`src/rtl/cache_fill.sv`:
```
// cache_fill: single-line miss handler for a cache.
// A miss is accepted in IDLE, issued to memory (REQ), its read data is
// awaited (WAIT) and then written into the cache and returned (FILL).
// A flush during an outstanding fill suppresses the cache write but still
// returns the data to the requester.
// Optional feature macro: CACHE_FILL_TIMEOUT_EN adds a WAIT-cycle counter
// and an ERR response when memory does not answer within TIMEOUT cycles.
module cache_fill #(
    parameter int ADDR_WIDTH = 20,
    parameter int D_WIDTH    = 20,
    parameter int TIMEOUT    = 255
) (
    input  logic                  CLK,
    input  logic                  RST_X,
    input  logic                  w_flush,
    input  logic                  w_miss_valid,
    output logic                  w_miss_ready,
    input  logic [ADDR_WIDTH-1:0] w_miss_addr,
    output logic                  w_mem_req,
    input  logic                  w_mem_gnt,
    output logic [ADDR_WIDTH-1:0] w_mem_addr,
    input  logic                  w_mem_rvalid,
    input  logic [D_WIDTH-1:0]    w_mem_rdata,
    output logic                  w_fill_we,
    output logic [ADDR_WIDTH-1:0] w_fill_addr,
    output logic [D_WIDTH-1:0]    w_fill_data,
    output logic                  w_rsp_valid,
    output logic [D_WIDTH-1:0]    w_rsp_data,
    output logic                  w_rsp_err
);

`ifdef CACHE_FILL_TIMEOUT_EN
    typedef enum logic [2:0] {S_IDLE, S_REQ, S_WAIT, S_FILL, S_ERR} state_t;
    localparam int CNT_W = ($clog2(TIMEOUT + 1) > 8) ? $clog2(TIMEOUT + 1) : 8;
`else
    typedef enum logic [1:0] {S_IDLE, S_REQ, S_WAIT, S_FILL} state_t;
`endif

    state_t                r_state;
    logic [ADDR_WIDTH-1:0] r_addr;
    logic [D_WIDTH-1:0]    r_data;
    logic                  r_drop;
    logic                  r_miss_ready;
    logic                  r_mem_req;
    logic                  r_rsp_valid;
    logic                  r_fill;
`ifdef CACHE_FILL_TIMEOUT_EN
    logic [CNT_W-1:0]      r_cnt;
    logic                  r_err;
`endif

    // Miss-handling FSM; every output flag is registered alongside the state
    always_ff @(posedge CLK or negedge RST_X) begin
        if (!RST_X) begin
            r_state      <= S_IDLE;
            r_addr       <= '0;
            r_data       <= '0;
            r_drop       <= 1'b0;
            r_miss_ready <= 1'b1;
            r_mem_req    <= 1'b0;
            r_rsp_valid  <= 1'b0;
            r_fill       <= 1'b0;
`ifdef CACHE_FILL_TIMEOUT_EN
            r_cnt        <= '0;
            r_err        <= 1'b0;
`endif
        end else begin
            // response-side flags are single-cycle pulses by default
            r_rsp_valid <= 1'b0;
            r_fill      <= 1'b0;
`ifdef CACHE_FILL_TIMEOUT_EN
            r_err       <= 1'b0;
`endif
            case (r_state)
                S_IDLE: begin
                    if (w_miss_valid) begin
                        r_addr       <= w_miss_addr;
                        r_state      <= S_REQ;
                        r_miss_ready <= 1'b0;
                        r_mem_req    <= 1'b1;
                    end
                end
                S_REQ: begin
                    if (w_flush) r_drop <= 1'b1;
                    if (w_mem_gnt) begin
                        r_state   <= S_WAIT;
                        r_mem_req <= 1'b0;
                    end
                end
                S_WAIT: begin
                    if (w_flush) r_drop <= 1'b1;
                    // read data beats the timeout when both land together
                    if (w_mem_rvalid) begin
                        r_data      <= w_mem_rdata;
                        r_state     <= S_FILL;
                        r_rsp_valid <= 1'b1;
                        r_fill      <= 1'b1;
`ifdef CACHE_FILL_TIMEOUT_EN
                        r_cnt       <= '0;
                    end else if (r_cnt == CNT_W'(TIMEOUT)) begin
                        r_state     <= S_ERR;
                        r_rsp_valid <= 1'b1;
                        r_err       <= 1'b1;
                        r_cnt       <= '0;
                    end else begin
                        r_cnt       <= r_cnt + 1'b1;
`endif
                    end
                end
                S_FILL: begin
                    r_state      <= S_IDLE;
                    r_drop       <= 1'b0;
                    r_miss_ready <= 1'b1;
                end
`ifdef CACHE_FILL_TIMEOUT_EN
                S_ERR: begin
                    r_state      <= S_IDLE;
                    r_drop       <= 1'b0;
                    r_miss_ready <= 1'b1;
                end
`endif
                default: begin
                    r_state      <= S_IDLE;
                    r_drop       <= 1'b0;
                    r_miss_ready <= 1'b1;
                    r_mem_req    <= 1'b0;
                end
            endcase
        end
    end

    assign w_miss_ready = r_miss_ready;
    assign w_mem_req    = r_mem_req;
    assign w_mem_addr   = r_addr;
    assign w_rsp_valid  = r_rsp_valid;
    // error responses carry zero data
    assign w_rsp_data   = r_fill ? r_data : '0;
    assign w_fill_addr  = r_addr;
    assign w_fill_data  = r_data;
    // a flush seen earlier in the transaction or in the fill cycle itself
    // keeps possibly stale data out of the cache
    assign w_fill_we    = r_fill & ~r_drop & ~w_flush;
`ifdef CACHE_FILL_TIMEOUT_EN
    assign w_rsp_err    = r_err;
`else
    // no error source exists without the timeout; TIMEOUT is legal only
    // when non-negative, so this is constant 0
    assign w_rsp_err    = (TIMEOUT < 0);
`endif

endmodule
```
`config.mk`:
```
export PLATFORM = sky130hd
export DESIGN_NAME = cache_fill
export DESIGN_NICKNAME = d
export VERILOG_FILES = /design/src/rtl/cache_fill.sv
export SDC_FILE = /design/constraint.sdc
export NUM_CORES = 1
export LEC_CHECK = 0
export CAP_MARGIN = 30
export CORE_MARGIN = 3
export CORE_UTILIZATION = 35
export CTS_CLUSTER_SIZE = 20
export DETAILED_ROUTE_END_ITERATION = 8
export PLACE_DENSITY = 0.76
export SLEW_MARGIN = 5
export SYNTH_ARGS = -nofsm -noshare
export SYNTH_HDL_FRONTEND = slang
export SYNTH_SLANG_ARGS = --single-unit
```
`constraint.sdc`:
```
create_clock -name CLK -period 2.5 [get_ports CLK]
set_clock_uncertainty 0.1 [all_clocks]
set_input_delay 0.625 -clock CLK [delete_from_list [all_inputs] [get_ports CLK]]
set_output_delay 0.625 -clock CLK [all_outputs]
set_load 0.05 [all_outputs]
```
# After elaboration in Yosys (flattened, before gate mapping)
# Cells that the tools add are included.
[classes] multipliers=0 n_reduce_logical=11 shift=0 order_cmp=0 eq_ne=7 bitwise_logic=4 n_div=0 muxes=14 add_sub_neg=0
[ops] cell="$mux 20" count=1
[ops] cell="$pmux 2 s4" count=1
[ops] cell="$reduce_and 2->1" count=4
[ops] cell="$mux 1" count=6
[ops] cell="$mux 2" count=3
[ops] cell="$ne 2x2->1 const B" count=3
[ops] cell="$pmux 1 s2" count=3
[ops] cell="$reduce_and 3->1" count=2
[ops] cell="$reduce_bool 2->1" count=3
[ops] cell="$eq 2x2->1 const B" count=2
[ops] cell="$and 1x1->1" count=2
[ops] cell="$eq 2x1->1 const B" count=1
[ops] cell="$logic_not 2->1" count=1
[ops] cell="$ne 2x1->1 const B" count=1
[ops] cell="$not 1->1" count=2
[ops] cell="$reduce_or 2->1" count=1
[word_totals] output_inout_bits=85 ram_bits=0 romBits=0 register_bits=46 input_bits=46 memories=0 wordCells=43 latchBits=0

# Depth between registers and ports, before layout
# Gate-level depths: netlist (run 1).
[depth] depth_word=4 mapped_depth=6

# Worst setup path before layout (run 1)
# OpenSTA, ideal clock, no wires.
[synth_path] kind="register to output" start="register r_fill" end="output w_fill_we" path_stages_with_launch=2 arrival_ns=1.857 path_slack_ns=-0.082 required_ns=1.775 cell_sequence="dfrtp_1 -> nor3b_1"
[synth_between] elab_chain_len=2
[synth_rtl] element="start: declaration" line_no="46" rtl="logic r_fill;"
[synth_rtl] element="start signal: assignment" line_no="62" rtl="r_fill <= 1'b0;"
[synth_rtl] element="start signal: assignment" line_no="70" rtl="r_fill <= 1'b0;"
[synth_rtl] element="start signal: assignment" line_no="97" rtl="r_fill <= 1'b1;"
[synth_rtl] element="$and 1x1->1 (2 in a row)" line_no="142" rtl="assign w_fill_we = r_fill & ~r_drop & ~w_flush;"
[synth_rtl] element="end: declaration" line_no="24" rtl="output logic w_fill_we,"
# No other way between the ends.

# Final worst setup path (run 1)
[layout_path] start="input w_flush" end="output w_fill_we"
[layout_between] elab_chain_len=2
[layout_rtl] element="start: declaration" line_no="15" rtl="input logic w_flush,"
[layout_rtl] element="$not 1->1" line_no="142"
[layout_rtl] element="$and 1x1->1" line_no="142"
# No other way between the ends.

==> results of run 1 <==
==> timing repair <==
action	in CTS	in global routing
buffers inserted	0	0
hold buffers	0	1
hold endpoints to repair	0	2
==> flip-flops by register name, summed over array words and instances, names as in the netlist <==
signal and count:
r_state 2, r_fill 1, w_mem_req 1, w_fill_data 20, w_fill_addr 20, r_drop 1, w_miss_ready 1
==> worst paths after layout <==
| kind | startpoint | slack (ns) | endpoint |
|---|---|---|---|
| worst min-delay path | w_miss_ready$_DFFE_PN1P_ | 0.38 | w_miss_ready$_DFFE_PN1P_ |
| max in group asynchronous | RST_X | 1.16 | w_miss_ready$_DFFE_PN1P_ |
| worst max register to register | r_state[0]$_DFFE_PN0P_ | 0.68 | w_fill_data[3]$_DFFE_PN0P_ |
| worst min register to register | w_miss_ready$_DFFE_PN1P_ | 0.38 | w_miss_ready$_DFFE_PN1P_ |
| worst max-delay path | w_flush | 0.24 | w_fill_we |
| min in group asynchronous | RST_X | 0.56 | w_fill_addr[11]$_DFFE_PN0P_ |
==> placed cells by master (no fill, tap or decap), types with 3 or more instances in the layout <==
master | Yosys | routed
ha_1 | 7 | 7
and2_1 | 20 | 20
clkdlybuf4s50_1 | 0 | 105
mux2_2 | 38 | 38
dfrtp_1 | 45 | 45
buf_4 | 21 | 23
a21oi_1 | 3 | 3
clkbuf_8 | 0 | 5
inv_1 | 6 | 6
buf_12 | 0 | 4
==> critical path, stage by stage <==
cell	delay (ns)
clkdlybuf4s50_1	0.45
nor3b_2	0.28
buf_12	0.17
==> final cells by class <==
class / instances / area [um^2] / area share (%)
flip-flops and latches: 46 / 1150 / 32.9
multi-input cells: 84 / 800 / 22.8
inverters: 7 / 26.3 / 0.751
clock inverters: 3 / 40.0 / 1.14
clock buffers: 5 / 68.8 / 1.97
well taps: 75 / 93.8 / 2.68
repair buffers: 134 / 1320 / 37.7
==> through the flow <==
step	area, um^2	utilization (%)	instances
floorplan	2180	-	164
global placement	3380	56.8	345
detailed placement	3380	56.8	345
CTS	3490	58.6	353
global route	3500	58.8	354
finish	3500	58.8	354
==> cells in the mapped netlist, types with 3 or more instances <==
cell / n
buf_4: 21
ha_1: 7
and2_1: 20
mux2_2: 38
a21oi_1: 3
dfrtp_1: 45
inv_1: 6
==> logic make-up after synthesis <==
logic type / Yosys count / synth area share, %
compound gates: 6 / 2.54
flops: 46 / 53.1
mux: 43 / 22.4
simple gates: 27 / 7.49
fa+ha+maj: 7 / 4.03
other cells: 1 / 0.173
buf+inv: 34 / 10.3
==> per-layer routing <==
| layer | part of all wire (%) | vias to the layer above | wire length [um] | track usage [%] |
|---|---|---|---|---|
| met5 | 0 | - | 0 | 0 |
| met4 | 0.33 | 0 | 16 | 2.16 |
| met3 | 6.8 | 2 | 330 | 4.22 |
| met2 | 54 | 63 | 2620 | 25.2 |
| met1 | 38 | 772 | 1850 | 16.2 |
| li1 | - | 746 | - | - |
==> metrics, run 1 <==
site row count=28; Worst-path clk slew=0.08 ns; input/output buffers=129; leading area contributor after synthesis=dfrtp_1; WS Path Type=input pin to primary output; post-detail-place hpwl=3.79 mm; Slew @ Worst Pin=0.523 ns; Clock Latency Late Sink=0.29 ns; mapped cell area=2170 um^2; # diodes=0; worst slack, placed=0.236 ns; fmax=0.443 GHz; antenna viol nets, final=0; final worst slack=0.243 ns; top cells by area, synth=dfrtp_1, mux2_2, buf_4; DR DRC count=0; GRT overflow=0; CTS Buf Count=5; layout cells sized above 1=29.0%; total number of vias=1,583; Die H=84.8 um; final hold violations=0; first-pass GRT wire length=8.04 mm; RSZ-0062 raised after global routing=false; clk sink count=46; P&R area growth vs syn=61.2%; CTS root buffer=clkbuf_8; largest net degree at the start of global routing=29; initial drt markers=14; largest fanout on the critical path=3; Hold/Removal Path Class=register to register; post-synth cell types=24; Worst Path Arrival=1.53 ns; CP Launch Type=input pin; CTS tree=yes; CP Capture Type=primary output; hold slack final=0.375 ns; initial core utilization=36.4%; fillers=506; Die Area=7180 um^2; Mapped Cells=164; status=complete, no violations; share of the clock period used by the worst path=90.3%; post-cts sizing count=0; max cap viols=0; Rel. slew slack=65.1%; Yosys Warn Count=0; number of global-route vias before repair=1,678; Final min period=2.26 ns; drt first pass iters=4; max-slew violation count=0; Syn Area/Cell=13.2 um^2; initial antenna violation count=0; final setup fails=0; Post-synth EDFFs=0; CTS Buffer Depth=2; vias per cell=4.47; all-layer global routing usage=13.8%; H-tree Lvls=2; Most used DFF post-synth=dfrtp_1; Die X=84.8 um; post-synthesis async set-or-reset flop share=100%; RePlAce Congestion=0.712; setup TNS=0 ns; synthesis-stage register bit count=46; Routed WL=4.82 mm; final net count=331; wire per inst=13.6 um; core region area=5960 um^2; post-synthesis sequential area ratio=53.1%; r2r worst-path depth=4; Net Count, Synth=217; Critical Path RT=1.77 ns; IO Pins=131; worst hold path depth=2; post-synth top area share=51.9%
Power of run 1 is left out: the tool's default activity adds up to more than one toggle a clock period on the data nets, which glitch-free logic cannot reach.
==> inputs of run 2 (changes only) <==
--- a/config.mk
+++ b/config.mk
@@ -10,7 +10,7 @@
 export CORE_UTILIZATION = 35
 export CTS_CLUSTER_SIZE = 20
 export DETAILED_ROUTE_END_ITERATION = 8
-export PLACE_DENSITY = 0.76
+export PLACE_DENSITY = 0.87
 export SLEW_MARGIN = 5
 export SYNTH_ARGS = -nofsm -noshare
 export SYNTH_HDL_FRONTEND = slang
==> run 2 against run 1 <==
  * Critical path depth unchanged
  * Maximum frequency increased by 0.40%
  * Sequential share of layout area increased by 0.77 points
  * Non-clock buffer count decreased by 3
  * Worst setup slack improved by 0.0091 ns
==> metrics, run 2 (synthesized netlist as in run 1, its figures left out) <==
RePlAce Congestion=0.665; total number of vias=1,539; initial drt markers=28; post-detail-place hpwl=3.90 mm; drt first pass iters=4; final setup fails=0; largest fanout on the critical path=3; post-cts sizing count=0; max cap viols=0; CP Launch Type=input pin; Die Area=7180 um^2; P&R area growth vs syn=57.5%; first-pass GRT wire length=7.96 mm; IO Pins=131; Clock Latency Late Sink=0.29 ns; layout cells sized above 1=28.3%; CTS Buf Count=5; antenna viol nets, final=0; Hold/Removal Path Class=input pin to asynchronous set/reset pin; Die X=84.8 um; vias per cell=4.38; CP Capture Type=primary output; CTS Buffer Depth=2; wire per inst=14.0 um; number of global-route vias before repair=1,586; largest net degree at the start of global routing=28; fillers=517; most frequent cells in the layout=clkdlybuf4s50_1, dfrtp_1, mux2_2, buf_4, and2_1; input/output buffers=129; most common cell after layout, fill and taps aside=clkdlybuf4s50_1; # diodes=0; Final min period=2.25 ns; cts hold-fix bufs=0; H-tree Lvls=2; Worst Path Arrival=1.52 ns; site row count=28; share of the clock period used by the worst path=89.9%; CTS root buffer=clkbuf_8; fmax=0.445 GHz; clk sink count=46; r2r endpoint=w_fill_data[12]$_DFFE_PN0P_; WS Path Type=input pin to primary output; FF-to-FF Start=r_state[0]$_DFFE_PN0P_; final hold violations=0; core region area=5960 um^2; worst reg-to-reg setup slack=0.69 ns; GRT overflow=0; DR DRC count=0; post-CTS setup buffer count=0; initial core utilization=36.4%; Worst-path clk slew=0.08 ns; final net count=328; max-slew violation count=0; status=complete, no violations; all-layer global routing usage=13.9%; Slew @ Worst Pin=0.614 ns; r2r worst-path depth=4; initial antenna violation count=0; CTS tree=yes; Die H=84.8 um; Routed WL=4.92 mm; Rel. slew slack=59.1%; RSZ-0062 raised after global routing=false; Critical Path RT=1.77 ns; setup TNS=0 ns
run 2: cell count changes in the layout (fill, tap and decap cells not counted):
cell           before  now
bufinv_16           1    0
clkbuf_1            0    1
buf_12              4    1
clkinv_2            2    1
buf_4              23   24
clkbuf_8            5    6
dlygate4sd3_1       1    0
run 2: critical path: stages:
cell,delay [ns]
clkdlybuf4s50_1,0.46
nor3b_2,0.27
buf_12,0.17
run 2: how the worst max path moves through the flow:
stage,start,end,slack (ns),depth (start not counted)
detailed placement,w_flush,w_fill_we,0.25,3
global placement,w_flush,w_fill_we,0.25,3
CTS,w_flush,w_fill_we,0.25,3
floorplan,r_fill$_DFF_PN0_,w_fill_we,0.39,1
finish,w_flush,w_fill_we,0.25,3
global route,r_fill$_DFF_PN0_,w_fill_we,0.16,2
run 2: metrics by stage:
| stage | utilization, % | area (um^2) | hold slack (ns) | instances | setup WS (ns) |
|---|---|---|---|---|---|
| floorplan | - | 2180 | 0.229 | 164 | 0.390 |
| global placement | 55.9 | 3330 | 0.357 | 343 | 0.249 |
| detailed placement | 55.9 | 3330 | 0.374 | 343 | 0.246 |
| CTS | 57.4 | 3420 | 0.258 | 351 | 0.246 |
| global route | 57.4 | 3420 | 0.274 | 351 | 0.162 |
| finish | 57.4 | 3420 | 0.239 | 351 | 0.252 |
run 2: area by class of cell:
class	instances	area [um^2]	area share (%)
inverters	7	26.3	0.768
well taps	75	93.8	2.74
multi-input cells	84	800	23.4
repair buffers	131	1260	36.7
clock buffers	7	86.3	2.52
clock inverters	1	5.00	0.146
flip-flops and latches	46	1150	33.7
run 2: layer usage:
| layer | up-vias | routed length [um] | global-route usage [%] |
|---|---|---|---|
| met5 | - | 0 | 0 |
| met4 | 0 | 25 | 3.45 |
| met3 | 2 | 265 | 3.93 |
| met2 | 49 | 2810 | 25.8 |
| met1 | 752 | 1820 | 15.6 |
| li1 | 736 | - | - |
Power of run 2 is left out for the same reason.
